$ cat src/rtl/seg7_capture.sv
// Recovers hex digits from a scanned, active-low 7-segment display bus by
// waiting for each {anode,seg} sample to stay stable before capturing it.
module seg7_capture #(
    parameter int unsigned STABLE_CYCLES = 4
) (
    input  logic        clk,
    input  logic        rst_n,
    input  logic [7:0]  anode,
    input  logic [6:0]  seg,
    input  logic        clear,
    output logic [31:0] digits,
    output logic [7:0]  dvalid,
    output logic [7:0]  derr,
    output logic        upd,
    output logic [2:0]  upd_idx,
    output logic        frame_done
);

    localparam logic [7:0] STABLE_MAX = 8'(STABLE_CYCLES);

    // Returns {legal, nibble}; anything outside the 16 hex glyphs is illegal.
    function automatic logic [4:0] seg_decode(input logic [6:0] s);
        logic [4:0] r;
        case (s)
            7'b0000001: r = {1'b1, 4'h0};
            7'b1001111: r = {1'b1, 4'h1};
            7'b0010010: r = {1'b1, 4'h2};
            7'b0000110: r = {1'b1, 4'h3};
            7'b1001100: r = {1'b1, 4'h4};
            7'b0100100: r = {1'b1, 4'h5};
            7'b0100000: r = {1'b1, 4'h6};
            7'b0001111: r = {1'b1, 4'h7};
            7'b0000000: r = {1'b1, 4'h8};
            7'b0000100: r = {1'b1, 4'h9};
            7'b0001000: r = {1'b1, 4'hA};
            7'b1100000: r = {1'b1, 4'hB};
            7'b0110001: r = {1'b1, 4'hC};
            7'b1000010: r = {1'b1, 4'hD};
            7'b0110000: r = {1'b1, 4'hE};
            7'b0111000: r = {1'b1, 4'hF};
            default:    r = {1'b0, 4'h0};
        endcase
        return r;
    endfunction

    function automatic logic one_low(input logic [7:0] a);
        logic [7:0] e;
        e = ~a;
        return (e != 8'h00) && ((e & (e - 8'h01)) == 8'h00);
    endfunction

    function automatic logic [2:0] low_index(input logic [7:0] a);
        logic [2:0] r;
        case (a)
            8'b11111110: r = 3'd0;
            8'b11111101: r = 3'd1;
            8'b11111011: r = 3'd2;
            8'b11110111: r = 3'd3;
            8'b11101111: r = 3'd4;
            8'b11011111: r = 3'd5;
            8'b10111111: r = 3'd6;
            8'b01111111: r = 3'd7;
            default:     r = 3'd0;
        endcase
        return r;
    endfunction

    logic [14:0] held_r;
    logic [7:0]  cnt_r;
    logic [14:0] sample_s;
    logic        same_s;
    logic [7:0]  cnt_next_s;
    logic        capture_s;
    logic [4:0]  dec_s;
    logic        legal_s;
    logic [2:0]  idx_s;
    logic [7:0]  dvalid_base_s;
    logic [7:0]  dvalid_next_s;

    // Stability counter next state, capture decision and next-dvalid.
    always_comb begin
        sample_s = {anode, seg};
        same_s   = (sample_s == held_r);
        if (!same_s) begin
            cnt_next_s = 8'd1;
        end else if (cnt_r >= STABLE_MAX) begin
            cnt_next_s = STABLE_MAX;
        end else begin
            cnt_next_s = cnt_r + 8'd1;
        end
        // Only the edge that reaches the threshold captures; saturation blocks repeats.
        capture_s = (cnt_next_s == STABLE_MAX) && (cnt_r != STABLE_MAX) && one_low(anode);
        dec_s     = seg_decode(seg);
        legal_s   = dec_s[4];
        idx_s     = low_index(anode);
        // A completed frame drops dvalid on the edge after it completes.
        if (dvalid == 8'hFF) begin
            dvalid_base_s = 8'h00;
        end else begin
            dvalid_base_s = dvalid;
        end
        if (capture_s && legal_s) begin
            dvalid_next_s = dvalid_base_s | (8'h01 << idx_s);
        end else begin
            dvalid_next_s = dvalid_base_s;
        end
    end

    // All state and outputs; reset then clear take priority over capture.
    always_ff @(posedge clk) begin
        if (!rst_n) begin
            held_r     <= 15'h7FFF;
            cnt_r      <= 8'd0;
            digits     <= 32'h0000_0000;
            dvalid     <= 8'h00;
            derr       <= 8'h00;
            upd        <= 1'b0;
            upd_idx    <= 3'd0;
            frame_done <= 1'b0;
        end else if (clear) begin
            held_r     <= 15'h0000;
            cnt_r      <= 8'd0;
            digits     <= 32'h0000_0000;
            dvalid     <= 8'h00;
            derr       <= 8'h00;
            upd        <= 1'b0;
            frame_done <= 1'b0;
        end else begin
            held_r     <= sample_s;
            cnt_r      <= cnt_next_s;
            upd        <= capture_s;
            dvalid     <= dvalid_next_s;
            frame_done <= (dvalid_next_s == 8'hFF) && (dvalid != 8'hFF);
            if (capture_s) begin
                upd_idx <= idx_s;
            end else begin
                upd_idx <= upd_idx;
            end
            if (capture_s && legal_s) begin
                digits[{idx_s, 2'b00} +: 4] <= dec_s[3:0];
            end else if (capture_s) begin
                derr[idx_s] <= 1'b1;
            end else begin
                derr <= derr;
            end
        end
    end

endmodule

$ cat config.mk
export PLATFORM = sky130hd
export DESIGN_NAME = seg7_capture
export DESIGN_NICKNAME = d
export VERILOG_FILES = /design/src/rtl/seg7_capture.sv
export SDC_FILE = /design/constraint.sdc
export NUM_CORES = 1
export LEC_CHECK = 0
export ABC_AREA = 1
export BUFFER_PORTS_ARGS = -buffer_cell sky130_fd_sc_hd__buf_4
export CAP_MARGIN = 10
export CORE_MARGIN = 1
export CORE_UTILIZATION = 45
export CTS_CLUSTER_DIAMETER = 150
export DETAILED_ROUTE_END_ITERATION = 10
export PLACE_DENSITY_LB_ADDON = 0.3
export SKIP_CTS_REPAIR_TIMING = 1
export SYNTH_ARGS = -nofsm -noshare
export SYNTH_HDL_FRONTEND = slang
export SYNTH_SLANG_ARGS = --single-unit
$ cat constraint.sdc
create_clock -name clk -period 2.2 [get_ports clk]
set_input_delay 0.11 -clock clk [delete_from_list [all_inputs] [get_ports clk]]
set_output_delay 0.11 -clock clk [all_outputs]
set_load 0.1 [all_outputs]
==> run metrics <==
Post-DRT Antenna Nets 0; Yosys top cell area share 39.04%; status completed; P_int roughly 2.3 mW; ys async rst share 0%; Max Cap Viol 0; Seq/Total Area, Yosys 39.04%; WHS 0.05477 ns; top post-synthesis cells by area dfxtp_1 (39%), nand2_1 (12%), nor2_1 (11%); Sum Neg Setup Slack 0 ns; Rel. slew slack 58.61%; crit-path max cell delay 0.35 ns; Initial Utilization ~47%; Synth Cell Area 3897 µm²; Crit. End Element flip-flop; cell mode on critical path nand2_1; Crit path max-delay family simple AND/OR/NAND/NOR gates; Max VDD drop 0.3750 mV; Pwr Total 2.976 mW; Final WS setup 0.1537 ns; remaining global-route overflow 0; Port Buffers 70; Critical-path top delay cell dfxtp_2; Routed wire per std cell 12.30 µm; CTS tree built; fin cells 800; area leader, netlist dfxtp_1; crit path DAT 2.25 ns; Area after DPL 4725 µm²; total inserted antenna cells 0; hpwl dp 7555 µm; critical path type reg2reg; Syn Area/Cell 6.662 µm²; Die ar. 9037 µm²; placed cell count 780; Slew Limit Fails 0; CP max FO 5; top_reg_cell synth dfxtp_1; WHS Path Cells 2; NetSw 671.1 µW; power share of the sequential group approximately 47%; post-layout min period 2.046 ns; number of nets in the layout 716; drc violations 0; initial DRC count about 210; CTS Root Cell clkbuf_8; Via density 4.948; P&R area growth vs syn 31.14%; power density over the cells 582.3 nW/µm²; Post-Synthesis Cells 585; clock latency on the worst-skew pair 0.35 ns; Yosys warnings 0; Finish-stage setup viols 0; Global Route Usage Sum 23.39%; Chip Width 95.07 µm; Worst EP required about 2.4 ns; Post-Route WL 9841 µm; DR pass1 iterations 4; crit path cell chain inv_1, ha_2, nand2_1, nor2_1, nand2_1, nand3_2, nor2_2, nand3_2, nor2_8, nand2_4, nor2_8, nand3_1, nand2_1, a21oi_1; clock power share a little over two fifths; Tcrit/Tclk final ~93%; Bufs and invs on worst path 1; most frequent cells in the layout nand2_1 (120), nor2_1 (113), buf_4 (98); routability-driven placement congestion ratio between 0.9 and 1; core box area around 8300 µm²; Yosys cell types 36; total leakage power 2.545 nW; flop and latch count out of synthesis 76; Combinational Power Share 8.7%; Clock transition at path regs 0.08 ns; unrepaired setup endpoints after global routing no; Post-Route Utilization 61.59%; EDFF count, synth 0; initial antenna violation count 0; slew of the pin with the lowest slew margin 0.6201 ns; row cnt 33; CTS sink cnt 76; length in cells of the worst reg-to-reg path 14; Peak Freq roughly 490 MHz; largest net degree at the start of global routing 31; clk_skew around 0.011 ns; clk buf depth 2; WP depth 14; vias in the first global route 3702; layout cells sized above 1 25.61%; post-route cell area 5111 µm²; CTS H-tree lvls 3; sw frac about 23%; first-pass GRT wire length 16480 µm; r2r setup slk 0.15 ns; Hold WC Path Type in2reg; IO Count 71; Place WS -0.05297 ns; Via Count between 3000 and 4000; die height 95.07 µm; Final Hold Vio Count 0; commonest non-fill, non-tap cell in the layout nand2_1; Num CTS Buffers 9; CP Launch Type flip-flop
synthesized netlist by cell type (6+ instances only):
master	number
a21oi_1	28
clkbuf_1	7
dfxtp_1	76
ha_1	8
inv_1	68
inv_2	16
nand2_1	121
nand3_1	27
nand4_1	20
nor2_1	117
nor2_2	6
o21ai_0	21
o21ai_1	26
final cells by class:
type | count | area [µm²]
Fill cell | 758 | 3188
Multi-Input combinational cell | 415 | 2128
Sequential cell | 76 | 1523
Timing Repair Buffer | 98 | 735.7
Inverter | 90 | 342.8
Clock buffer | 12 | 155.1
Tap cell | 105 | 131.4
Clock inverter | 4 | 95.09
power by group through the flow:
| stage | Combinational [mW] | Sequential, mW | Clock (mW) |
|---|---|---|---|
| 4_1_cts | 0.249 | 1.41 | 1.33 |
| 3_3_place_gp | 0.243 | 1.44 | 0 |
| 3_5_place_dp | 0.248 | 1.44 | 0 |
| 2_1_floorplan | 0.154 | 1.44 | 0 |
| 5_1_grt | 0.293 | 1.41 | 1.40 |
| 6_report | 0.259 | 1.41 | 1.31 |
logic make-up (layout without fill, tap and decap cells):
family,after synthesis,in the layout,synth area share (%)
compound gates,82,82,11.01
xor+xnor,1,1,0.2248
flops,76,76,39.04
simple gates,318,319,37.43
fa+ha+maj,8,8,2.568
buf+inv,99,204,9.631
other cells,1,5,0.09622
metal layers:
| metal | wire (µm) | track usage (%) |
|---|---|---|
| met1 | 4638 | 29.29 |
| met2 | 4791 | 40.18 |
| met3 | 308 | 5.662 |
| met4 | 104 | 5.682 |
| met5 | 0 | 0 |
path summary, 6_finish.rpt:
path	startpoint	end
worst max-delay path	cnt_r[0]$_SDFF_PP0_	digits[31]$_SDFFE_PP0P_
worst max register to register	cnt_r[0]$_SDFF_PP0_	digits[31]$_SDFFE_PP0P_
worst min-delay path	rst_n	held_r[0]$_SDFF_PN1_
worst min register to register	upd_idx[0]$_SDFFE_PN0P_	upd_idx[0]$_SDFFE_PN0P_
state kept, by name, summed over array words and instances (netlist names):
signal / flops
frame_done: 1
upd: 1
cnt_r: 8
dvalid: 8
held_r: 15
digits: 32
derr: 8
upd_idx: 3
Power figures use the tool's default switching activity.
